<file path="config.mk">
export PLATFORM = sky130hd
export DESIGN_NAME = tt_param_adder_acc
export DESIGN_NICKNAME = d
export VERILOG_FILES = /design/src/rtl/tt_param_adder_acc.sv
export SDC_FILE = /design/constraint.sdc
export NUM_CORES = 1
export LEC_CHECK = 0
export CORE_MARGIN = 5
export CORE_UTILIZATION = 34
export DETAILED_ROUTE_END_ITERATION = 10
export GPL_TIMING_DRIVEN = 1
export PLACE_DENSITY = 0.58
export SLEW_MARGIN = 40
export SYNTH_ARGS = -nofsm -noshare
export SYNTH_HDL_FRONTEND = slang
export SYNTH_SLANG_ARGS = --single-unit
</file>
<file path="constraint.sdc">
create_clock -name clk -period 6.2 [get_ports clk]
set_input_delay 1.24 -clock clk [delete_from_list [all_inputs] [get_ports clk]]
set_output_delay 1.24 -clock clk [all_outputs]
set_load 0.02 [all_outputs]
</file>
<file path="src/rtl/tt_param_adder_acc.sv">
// Registered add/sub/saturating-add/accumulate unit with a one-deep valid/ready output stage.
// The accumulator is WIDTH+GUARD bits wide; its saturation flag stays set until clear or reset.
//
// state | meaning
// EMPTY | result register holds nothing; a beat is always accepted
// FULL  | result register holds an unconsumed result (out_valid=1)
module tt_param_adder_acc #(
  parameter int WIDTH = 8,
  parameter int GUARD = 4
) (
  input  logic             clk,
  input  logic             rst,
  input  logic             in_valid,
  output logic             in_ready,
  input  logic [WIDTH-1:0] a,
  input  logic [WIDTH-1:0] b,
  input  logic [1:0]       mode,
  input  logic             clear,
  output logic             out_valid,
  input  logic             out_ready,
  output logic [WIDTH-1:0] result,
  output logic             carry,
  output logic             overflow
);

  localparam int AW = WIDTH + GUARD;

  localparam logic [1:0] MODE_ADD    = 2'b00;
  localparam logic [1:0] MODE_SUB    = 2'b01;
  localparam logic [1:0] MODE_SATADD = 2'b10;
  localparam logic [1:0] MODE_ACC    = 2'b11;

  typedef enum logic {
    EMPTY = 1'b0,
    FULL  = 1'b1
  } state_t;

  state_t           state_q, state_d;
  logic [WIDTH-1:0] result_q, result_d;
  logic             carry_q, carry_d;
  logic             overflow_q, overflow_d;
  logic [AW-1:0]    acc_q, acc_d;
  logic             sticky_q, sticky_d;

  logic             accept;
  logic [WIDTH:0]   sum_w;
  logic [WIDTH-1:0] diff_w;
  logic [AW-1:0]    acc_base;
  logic             sticky_base;
  logic [AW:0]      acc_sum;
  logic             acc_clip;
  logic [AW-1:0]    acc_sat;
  logic             acc_hi;

  assign out_valid = (state_q == FULL);
  assign in_ready  = !rst && (!out_valid || out_ready);
  assign accept    = in_valid && in_ready;

  assign result   = result_q;
  assign carry    = carry_q;
  assign overflow = overflow_q;

  // Arithmetic is computed for every mode; the beat's mode only selects what gets loaded.
  always_comb begin
    sum_w       = {1'b0, a} + {1'b0, b};
    diff_w      = a - b;
    acc_base    = clear ? '0 : acc_q;
    sticky_base = clear ? 1'b0 : sticky_q;
    acc_sum     = {1'b0, acc_base} + {{(AW + 1 - WIDTH){1'b0}}, a};
    acc_clip    = acc_sum[AW];
    acc_sat     = acc_clip ? {AW{1'b1}} : acc_sum[AW-1:0];
    acc_hi      = |acc_sat[AW-1:WIDTH];
  end

  always_comb begin
    state_d    = state_q;
    result_d   = result_q;
    carry_d    = carry_q;
    overflow_d = overflow_q;
    acc_d      = acc_base;
    sticky_d   = sticky_base;

    if (accept) begin
      state_d = FULL;
      case (mode)
        MODE_ADD: begin
          result_d   = sum_w[WIDTH-1:0];
          carry_d    = sum_w[WIDTH];
          overflow_d = 1'b0;
        end
        MODE_SUB: begin
          result_d   = diff_w;
          carry_d    = (a < b);
          overflow_d = 1'b0;
        end
        MODE_SATADD: begin
          result_d   = sum_w[WIDTH] ? {WIDTH{1'b1}} : sum_w[WIDTH-1:0];
          carry_d    = 1'b0;
          overflow_d = sum_w[WIDTH];
        end
        MODE_ACC: begin
          acc_d      = acc_sat;
          sticky_d   = sticky_base | acc_clip;
          result_d   = acc_hi ? {WIDTH{1'b1}} : acc_sat[WIDTH-1:0];
          carry_d    = 1'b0;
          overflow_d = sticky_base | acc_clip | acc_hi;
        end
        default: begin
          result_d   = result_q;
          carry_d    = carry_q;
          overflow_d = overflow_q;
        end
      endcase
    end else if (out_ready) begin
      state_d = EMPTY;
    end
  end

  always_ff @(posedge clk or posedge rst) begin
    if (rst) begin
      state_q    <= EMPTY;
      result_q   <= '0;
      carry_q    <= 1'b0;
      overflow_q <= 1'b0;
      acc_q      <= '0;
      sticky_q   <= 1'b0;
    end else begin
      state_q    <= state_d;
      result_q   <= result_d;
      carry_q    <= carry_d;
      overflow_q <= overflow_d;
      acc_q      <= acc_d;
      sticky_q   <= sticky_d;
    end
  end

endmodule

</file>
# Word level (Yosys, flattened, before mapping)
# Index checks and enable logic that the tools add are counted.
totals:
  reg_bits: 24
  in_bits: 23
  output_inout_bits: 12
  elab_cells: 39
classes:
  n_addsub: 3
  n_lt_le_gt_ge: 1
  n_eq_ne: 3
  muxes: 14
  bitwise: 2
  n_reduce_logical: 10
op_table:
  columns: ["op", "count"]
  rows:
  - ["12-bit two-way mux", 4]
  - ["8-bit one-hot mux with 4 select lines", 1]
  - ["8-bit two-way mux", 2]
  - ["12-bit by 8-bit adder with 13-bit output", 1]
  - ["8-bit by 8-bit adder with 9-bit output", 1]
  - ["8-bit < comparator", 1]
  - ["8-bit subtractor", 1]
  - ["1-bit one-hot mux with 3 select lines", 2]
  - ["1-bit two-way mux", 5]
  - ["2-bit == test, second input constant", 2]
  - ["2-bit OR reduction", 2]
  - ["4-bit OR reduction", 1]
  - ["2-bit by 1-bit == test with 1-bit output, second input constant", 1]
  - ["1-bit logical AND", 2]
  - ["1-bit zero test", 2]
  - ["2-bit zero test", 1]
  - ["1-bit bitwise OR", 2]
  - ["2-bit nonzero test", 1]
  - ["1-bit logical OR", 1]

# Depth between registers and ports, before layout
# Gate-level depths: netlist of run 1.
logic_depth:
  word_depth: 6
  mapped_depth: 11
  mapped_depth_nobuf: 11

# Least setup slack after synthesis of run 1
# No wires, ideal clock.
synth_timing:
  kind: "input -> register"
  start: "input clear"
  end: "register result_q[5], in the netlist result[5]"
  arrival_time_ns: 3.654
  setup_slack_ns: 2.425
  cell_stages: 11
  n_path_buf: 1
  path_cell_list: "clkbuf_1 nor2b_1 ha_1 fa_1 a211oi_2 nor2_1 o311a_2 o2bb2ai_1 nand4b_4 o31a_1 o22a_1"
synth_via:
  elab_chain_len: 6
synth_lines:
  columns: ["element", "line", "rtl"]
  rows:
  - ["from (decl)", "18", "input logic clear,"]
  - ["12-bit two-way mux *", "67", "acc_base = clear ? '0 : acc_q;"]
  - ["12-bit by 8-bit adder with 13-bit output *", "69", "acc_sum = {1'b0, acc_base} + {{(AW + 1 - WIDTH){1'b0}}, a};"]
  - ["12-bit two-way mux *", "71", "acc_sat = acc_clip ? {AW{1'b1}} : acc_sum[AW-1:0];"]
  - ["4-bit OR reduction", "72", "acc_hi = |acc_sat[AW-1:WIDTH];"]
  - ["8-bit two-way mux *", "104", "result_d = acc_hi ? {WIDTH{1'b1}} : acc_sat[WIDTH-1:0];"]
  - ["8-bit one-hot mux with 4 select lines *", "85", "case (mode)"]
  - ["to (signal assigned)", "129", "result_q <= result_d;"]
  - ["to (decl)", "39", "logic [WIDTH-1:0] result_q, result_d;"]
# Every way passes the cells marked *; elsewhere a longest branch is shown, timed or not.
# A chain may end at the register's enable or synchronous reset.

# Final worst setup path of run 1
layout_timing:
  start: "input clear"
  end: "register result_q[7], in the netlist result[7]"
# Same word-level chain as after synthesis.

==> impl_metrics.json, run 1 <==
{
  "status": "completed",
  "drive_above_1_share": 0.0675,
  "synth_top_area_share": 0.248,
  "fp.dieH_um": 94.4,
  "syn_inst": 298,
  "antennaDiodeCount": 0,
  "post_cts_resize_count": 0,
  "yosys_most_used_dff": "dfrtp_1",
  "fillCellCount": 693,
  "grt_util_all_layers": 0.146,
  "yosysWarnings": 0,
  "critPathCaptureType": "flip-flop",
  "hpwl_um": 4900,
  "antenna_left": 0,
  "critPathArrivalTime_ps": 4470,
  "ys_ff_latch": 24,
  "met3_wirelength_um": 287,
  "io_buffers": 34,
  "cp-start-kind": "input pin",
  "avgSynthCellArea_um2": 8.13,
  "cts_hold_buf": 0,
  "postCtsSetupBuffers": 0,
  "finalCoreUtilization": 0.422,
  "cp_slowest_cell": "clkdlybuf4s50_1",
  "min_path_type": "reg -> reg",
  "ys_top_cells_by_count": "nor2_1 (33), a21oi_1 (28), dfrtp_1 (24), ha_1 (24), inv_1 (24)",
  "vias": 2246,
  "grt-ovfl-total": 0,
  "cts_root_buf": "clkbuf_8",
  "synth_seq_area_share": 0.248,
  "min_path_cells": 1,
  "core_area_mm2": 0.00687,
  "worstSkewPairLatency_ps": 270,
  "die_area_mm2": 0.00892,
  "wl_met1_um": 3030,
  "synth.largest_area_cell": "dfrtp_1",
  "num_rows": 30,
  "syn_to_final_growth_pct": 19.6,
  "clk_pin_slew_ps": 90,
  "numCtsBuffers": 3,
  "path_cells": "clkdlybuf4s50_1 > nor2b_1 > ha_1 > fa_1 > a211oi_2 > nor2_1 > o311a_2 > o2bb2ai_1 > nand4b_4 > o311ai_0 > a21oi_1",
  "gp_congestion": 0.869,
  "synth_most_common_cell": "nor2_1",
  "drc": 0,
  "cts.sinks": 24,
  "grt_pass1_wl_um": 10400,
  "skew_ps": 2.27,
  "met2WireLength_um": 2930,
  "wl_per_cell_um": 14.9,
  "cp_slowest_stage_delay_ps": 780,
  "grt_pass1_vias": 2140,
  "cap_violations": 0,
  "cp_top_family": "compound AO/OA/AOI/OAI gates",
  "crit_buf_inv": 1,
  "maxSlewHeadroom": 0.528,
  "cts_tree": "yes",
  "peakVddDrop_v": 0.0000894,
  "setup_viol": 0,
  "antenna_found_initial": 0,
  "avgViaCountPerCell": 5.32,
  "async_flop_share": 1.00,
  "initial_core_util": 0.353,
  "final.period_utilization": 0.697,
  "grt_start_max_net_pins": 25,
  "tightest_slew_ps": 708,
  "rr_worst_depth": 10,
  "power.total_uw": 494,
  "final_nets": 377,
  "hold_violations": 0,
  "critical_path_required_ps": 6340,
  "routed_wl_um": 6290,
  "min_period_ps": 4320,
  "tns_ps": 0,
  "rsz0062_at_grt": "no",
  "ys_top_cells_by_area": "dfrtp_1 (25%), ha_1 (12%), a21oi_1 (5.8%), nor2_1 (5.1%), xnor2_1 (4.0%)",
  "path_class": "in -> reg",
  "drt_iter0_markers": 119,
  "power.density_mw_per_mm2": 170,
  "synth_edf_count": 0,
  "mappedNetlistArea_mm2": 0.00242,
  "routed.top_layer": "met4",
  "drv_slew": 0,
  "first_pass_iters": 4,
  "path_max_fanout": 13,
  "cts.htree.levels": 1,
  "clock.fmax_mhz": 231,
  "leakage_nw": 1.29,
  "synth_nets": 348,
  "cp.depth": 11,
  "num_io_pins": 35,
  "clockBufferDepth": 2,
  "synth.distinct_cells": 57,
  "fp.dieW_um": 94.4
}
final cells by class:
cell class | count | area, µm² | share of cell area
tap | 96 | 120 | 0.0414
inverter | 24 | 90.1 | 0.0311
sequential | 24 | 601 | 0.207
multi-input combinational | 240 | 1690 | 0.584
timing repair buffer | 34 | 340 | 0.117
clock buffer | 4 | 55.1 | 0.0190
kinds of logic after synthesis:
| kind of cell | count (synthesis) | synth area share |
|---|---|---|
| DFF | 24 | 0.248 |
| muxes | 2 | 0.00878 |
| and+or+nand+nor | 97 | 0.200 |
| AOI/OAI and AO/OA | 99 | 0.285 |
| adders and majority gates | 27 | 0.149 |
| buffers and inverters | 34 | 0.0547 |
| xor gates and xnor gates | 15 | 0.0542 |
per-layer routing:
metal	vias to the layer above	track usage
li1	1124	-
met1	1064	0.197
met2	52	0.248
met3	6	0.0255
met4	0	0.0205
met5	-	0
cell usage in the layout, fill, tap and decap left out, types with 3 or more instances in the layout:
master,instances
a21oi_1,28
o41ai_1,3
ha_1,24
fa_1,3
a211oi_1,7
o21bai_1,5
nor3_1,7
o211ai_1,5
nand3_1,3
xnor2_1,11
xor2_1,4
nor2_1,32
clkbuf_8,4
nand2b_1,6
o21ai_0,16
or3_1,3
o22ai_1,5
dfrtp_1,24
a21o_1,6
nand2_1,22
clkdlybuf4s50_1,34
inv_1,23
nor2b_1,9
sequential cells by signal (all words and copies together), names as in the netlist:
register and count:
carry 1, acc_q 12, overflow 1, result 8, out_valid 1, sticky_q 1
metrics by stage:
| stage | cells | setup slack, ps | cell area, µm² | hold WS (ps) |
|---|---|---|---|---|
| floorplan | 298 | 2420 | 2420 | 448 |
| global placement | 418 | 1730 | 2840 | 469 |
| detailed placement | 418 | 1590 | 2840 | 493 |
| CTS | 422 | 1860 | 2900 | 513 |
| global route | 422 | 1650 | 2900 | 528 |
| finish | 422 | 1880 | 2900 | 513 |
final timing paths:
check	start	to	slack, ps
setup / recovery	clear	result[7]	1880
hold reg to reg	out_valid	out_valid	510
hold / removal	out_valid	out_valid	510
setup reg to reg	acc_q[0]	result[7]	3270
max in group asynchronous	rst	acc_q[10]	4490
min in group asynchronous	rst	result[7]	1360
where the power goes:
group | total (mW) | switching [mW] | internal, mW
clock | 0.110 | 0.0533 | 0.0568
combinational | 0.199 | 0.107 | 0.0915
sequential | 0.185 | 0.0114 | 0.174
total | 0.494 | 0.172 | 0.322
Note: power is estimated with default switching activity, not from simulation.
==> inputs of run 2 (changes only) <==
--- a/config.mk
+++ b/config.mk
@@ -9,7 +9,7 @@
 export CORE_UTILIZATION = 34
 export DETAILED_ROUTE_END_ITERATION = 10
 export GPL_TIMING_DRIVEN = 1
-export PLACE_DENSITY = 0.58
+export PLACE_DENSITY = 0.6
 export SLEW_MARGIN = 40
 export SYNTH_ARGS = -nofsm -noshare
 export SYNTH_HDL_FRONTEND = slang
==> constraint.sdc (replaced) <==
create_clock -name clk -period 3.85 [get_ports clk]
set_input_delay 0.77 -clock clk [delete_from_list [all_inputs] [get_ports clk]]
set_output_delay 0.77 -clock clk [all_outputs]
set_load 0.02 [all_outputs]
==> run 2 against run 1 <==
  * Worst setup slack lost 1600 ps
  * Hold slack lost 1.8 ps
  * Combinational power grew 65%
  * Utilization grew 0.95 points
  * Power grew 64%
  * Flip-flop and latch count is the same
  * Critical path depth is the same
  * Largest power group unchanged
==> impl_metrics.json, run 2 (same netlist as run 1, synthesis figures left out) <==
{
  "min_path_cells": 1,
  "core_area_mm2": 0.00687,
  "leakage_nw": 1.33,
  "io_buffers": 34,
  "cts_tree": "yes",
  "initial_core_util": 0.353,
  "p_comb_frac": 0.405,
  "antenna_found_initial": 0,
  "critical_path_required_ps": 4020,
  "antennaDiodeCount": 0,
  "hold_violations": 0,
  "clk_pin_slew_ps": 100,
  "skew_ps": 11.7,
  "syn_to_final_growth_pct": 22.3,
  "die_area_mm2": 0.00892,
  "grt_util_all_layers": 0.150,
  "clockBufferDepth": 2,
  "critPathArrivalTime_ps": 3760,
  "cts.htree.levels": 1,
  "numCtsBuffers": 3,
  "postCtsSetupBuffers": 0,
  "grt_pass1_vias": 2211,
  "p_clk_frac": 0.225,
  "grt_start_max_net_pins": 25,
  "rsz0062_at_grt": "no",
  "num_rows": 30,
  "power.net_switching_uw": 284,
  "cts.sinks": 24,
  "post_cts_resize_count": 0,
  "drc": 0,
  "cts_root_buf": "clkbuf_8",
  "status": "completed",
  "wl_per_cell_um": 15.1,
  "maxSlewHeadroom": 0.657,
  "clock.fmax_mhz": 278,
  "fp.dieW_um": 94.4,
  "netSwitchingFraction": 0.351,
  "grt-ovfl-total": 0,
  "num_io_pins": 35,
  "path_max_fanout": 9,
  "fin_cells": 431,
  "final_nets": 386,
  "first_pass_iters": 4,
  "p_int_uw": 526,
  "dp.cells": 427,
  "pwr-share-seq": 0.369,
  "drv_slew": 0,
  "cp_slowest_cell": "clkdlybuf4s50_1",
  "avgViaCountPerCell": 5.34,
  "cap_violations": 0,
  "cts_hold_buf": 0,
  "vias": 2300,
  "drt_iter0_markers": 67,
  "gp_congestion": 0.812,
  "hpwl_um": 5160,
  "critPathCaptureType": "flip-flop",
  "cp-start-kind": "input pin",
  "antenna_left": 0,
  "grt_pass1_wl_um": 10800,
  "final_common_cell": "clkdlybuf4s50_1",
  "place_area_mm2": 0.00291,
  "cp_slowest_stage_delay_ps": 580,
  "stdcell_area_mm2": 0.00296,
  "final.period_utilization": 0.934,
  "worstSkewPairLatency_ps": 280,
  "fillCellCount": 692,
  "peakVddDrop_v": 0.0000970,
  "min_period_ps": 3590,
  "largest_reg_flops": 12,
  "fp.dieH_um": 94.4,
  "min_path_type": "reg -> reg",
  "power.density_mw_per_mm2": 274,
  "tightest_slew_ps": 501,
  "routed_wl_um": 6490,
  "finalCoreUtilization": 0.432,
  "regMostFlops": "acc_q",
  "drive_above_1_share": 0.0896,
  "rr_worst_depth": 10,
  "setup_viol": 0,
  "path_cells": "clkdlybuf4s50_1 > nor2b_1 > ha_1 > fa_1 > a211oi_2 > nor2_1 > o311a_2 > o2bb2ai_1 > nand4b_4 > o41ai_1 > a21oi_1",
  "path_class": "in -> reg",
  "layout_common_cells": "clkdlybuf4s50_1 (34), nor2_1 (33), a21oi_1 (28)"
}
-- run 2: cell types whose count changed in the layout (fill, tap and decap cells not counted) --
cell and change:
buf_4 +9, nor2_1 +1, nor2_2 -1
-- run 2: worst paths after layout --
kind,startpoint,end,slack (ps)
setup / recovery,clear,result[6],260
hold / removal,out_valid,out_valid,510
setup reg to reg,acc_q[0],result[6],940
hold reg to reg,out_valid,out_valid,510
max in group asynchronous,rst,sticky_q,2620
min in group asynchronous,rst,out_valid,870
-- run 2: power by group through the flow --
| stage | registers (mW) | clock network, mW | logic, mW |
|---|---|---|---|
| floorplan | 0.328 | 0 | 0.170 |
| global placement | 0.304 | 0 | 0.325 |
| detailed placement | 0.304 | 0 | 0.329 |
| CTS | 0.300 | 0.184 | 0.331 |
| global route | 0.303 | 0.193 | 0.363 |
| finish | 0.299 | 0.183 | 0.329 |
-- run 2: area by class of cell --
cell class | count | area (µm²) | share of cell area
Clock buffer | 4 | 55.1 | 0.0186
Inverter | 24 | 90.1 | 0.0304
Multi-Input combinational cell | 240 | 1690 | 0.570
Sequential cell | 24 | 601 | 0.203
Tap cell | 96 | 120 | 0.0405
Timing Repair Buffer | 43 | 408 | 0.138
-- run 2: through the flow --
step / worst slack (ps) / hold slack, ps / TNS (ps) / total power [mW]
after global placement: 73.0 / 485 / 0 / 0.629
after CTS: 261 / 516 / 0 / 0.815
after global routing: 66.3 / 559 / 0 / 0.859
after floorplan: 545 / 448 / 0 / 0.498
final: 255 / 511 / 0 / 0.811
after detailed placement: -24.4 / 494 / -47.2 / 0.633
-- run 2: metal layers --
metal,track usage,vias to the layer above,wire (µm)
li1,-,1139,-
met1,0.200,1112,3000
met2,0.261,42,3200
met3,0.0223,7,235
met4,0.0253,0,55
met5,0,-,0
-- run 2: worst max-delay path: cells and delay by family --
kind,cells,cell delay [ps]
compound gates,5,1290
buf+inv,1,580
simple gates,3,440
fa+ha+maj,2,680
==> inputs of run 3 (changes only) <==
--- a/config.mk
+++ b/config.mk
@@ -6,11 +6,12 @@
 export NUM_CORES = 1
 export LEC_CHECK = 0
 export CORE_MARGIN = 5
-export CORE_UTILIZATION = 34
+export CORE_UTILIZATION = 50
 export DETAILED_ROUTE_END_ITERATION = 10
 export GPL_TIMING_DRIVEN = 1
-export PLACE_DENSITY = 0.6
-export SLEW_MARGIN = 40
+export PLACE_DENSITY = 0.81
+export SKIP_CTS_REPAIR_TIMING = 1
+export SLEW_MARGIN = 20
 export SYNTH_ARGS = -nofsm -noshare
 export SYNTH_HDL_FRONTEND = slang
 export SYNTH_SLANG_ARGS = --single-unit
==> run 3 against run 2 <==
  * Utilization grew 19 points
  * Sequential power is essentially flat
  * Flip-flop and latch count is the same
  * Maximum frequency is essentially flat
  * Clock skew shrank 2.1 ps
  * Power grew 5.3%
  * Highest routed layer unchanged
==> impl_metrics.json, run 3 (same netlist as run 1, synthesis figures left out) <==
{
  "status": "completed",
  "clk_pin_slew_ps": 90,
  "leakage_nw": 1.33,
  "antenna_found_initial": 0,
  "antennaDiodeCount": 0,
  "setup_viol": 0,
  "antenna_left": 0,
  "first_pass_iters": 4,
  "path_class": "in -> reg",
  "peakVddDrop_v": 0.000192,
  "largest_reg_flops": 12,
  "critical_path_required_ps": 3990,
  "min_period_ps": 3600,
  "gp_congestion": 0.861,
  "clock.fmax_mhz": 278,
  "hold_violations": 0,
  "io_buffers": 34,
  "drt_iter0_markers": 212,
  "final_common_cell": "clkdlybuf4s50_1",
  "grt_util_all_layers": 0.206,
  "cp-start-kind": "input pin",
  "cts.htree.levels": 1,
  "drc": 0,
  "regMostFlops": "acc_q",
  "tightest_slew_ps": 949,
  "final_nets": 385,
  "met3_wirelength_um": 338,
  "fin_cells": 401,
  "tns_ps": 0,
  "core_area_mm2": 0.00472,
  "layout_common_cells": "clkdlybuf4s50_1 (34), nor2_1 (33), a21oi_1 (28)",
  "cap_violations": 0,
  "path_max_fanout": 9,
  "grt-ovfl-total": 0,
  "rsz0062_at_grt": "no",
  "numCtsBuffers": 3,
  "grt_start_max_net_pins": 25,
  "grt_pass1_vias": 2236,
  "final.period_utilization": 0.934,
  "min_path_type": "reg -> reg",
  "dp.cells": 397,
  "power.density_mw_per_mm2": 291,
  "wl_met1_um": 2840,
  "fp.dieW_um": 79.6,
  "fp.dieH_um": 79.6,
  "die_area_mm2": 0.00634,
  "drv_slew": 0,
  "num_rows": 25,
  "avgViaCountPerCell": 5.80,
  "grt_pass1_wl_um": 10400,
  "met2WireLength_um": 3010,
  "cts_tree": "yes",
  "hpwl_um": 4920,
  "drive_above_1_share": 0.0838,
  "vias": 2324,
  "routed.top_layer": "met4",
  "num_io_pins": 35,
  "cts_root_buf": "clkbuf_8",
  "maxSlewHeadroom": 0.367,
  "worstSkewPairLatency_ps": 270,
  "critPathCaptureType": "flip-flop",
  "syn_to_final_growth_pct": 21.2,
  "critPathArrivalTime_ps": 3740,
  "clockBufferDepth": 2,
  "initial_core_util": 0.513,
  "cts.sinks": 24,
  "wl_per_cell_um": 15.7,
  "fillCellCount": 414,
  "routed_wl_um": 6310,
  "skew_ps": 9.52
}
run 3: cell types whose count changed in the layout (fill, tap and decap cells not counted), sizes merged:
cell,previous run,this run
clkbuf,4,3
bufinv,0,1
buf,9,8
run 3: metal layers:
| layer | track usage | vias to the layer above |
|---|---|---|
| li1 | - | 1136 |
| met1 | 0.278 | 1100 |
| met2 | 0.349 | 75 |
| met3 | 0.0203 | 13 |
| met4 | 0.0533 | 0 |
| met5 | 0 | - |
run 3: layout make-up:
| type | count | area (µm²) | area share |
|---|---|---|---|
| inverters | 24 | 90.1 | 0.0307 |
| well taps | 67 | 83.8 | 0.0285 |
| multi-input cells | 240 | 1690 | 0.576 |
| flip-flops and latches | 24 | 601 | 0.205 |
| repair buffers | 42 | 400 | 0.136 |
| clock inverters | 1 | 30.0 | 0.0102 |
| clock buffers | 3 | 41.3 | 0.0141 |
run 3: worst max-delay path: stages:
cell and delay, ps:
clkdlybuf4s50_1 540, nor2b_1 90, ha_1 210, fa_1 440, a211oi_2 210, nor2_1 120, o311a_2 340, o2bb2ai_1 270
nand4b_4 210, o311ai_0 400, a21oi_1 130
run 3: path summary, 6_finish.rpt:
kind                       startpoint        end  slack [ps]  cells after the start
hold / removal                  carry      carry         500                      2
hold reg to reg                 carry      carry         500                      2
setup reg to reg             acc_q[0]  result[7]         890                     10
min in group asynchronous         rst  result[7]        1030                      2
max in group asynchronous         rst   acc_q[0]        2230                      2
setup / recovery                clear  result[7]         250                     11
run 3: power by group:
group | internal, mW | switching, mW
Clock | 0.139 | 0.0859
Sequential | 0.280 | 0.0192
Combinational | 0.153 | 0.176
run 3: through the flow:
stage                     power, mW  hold WS, ps  instance area (µm²)  setup slack, ps   util
after global placement        0.621          484                 2870              158  0.607
after detailed placement      0.628          473                 2870             36.2  0.607
after CTS                     0.854          494                 2940              297  0.622
after global routing          0.897          521                 2940              106  0.622
final                         0.853          497                 2940              255  0.622
after floorplan               0.498          448                 2420              545      -
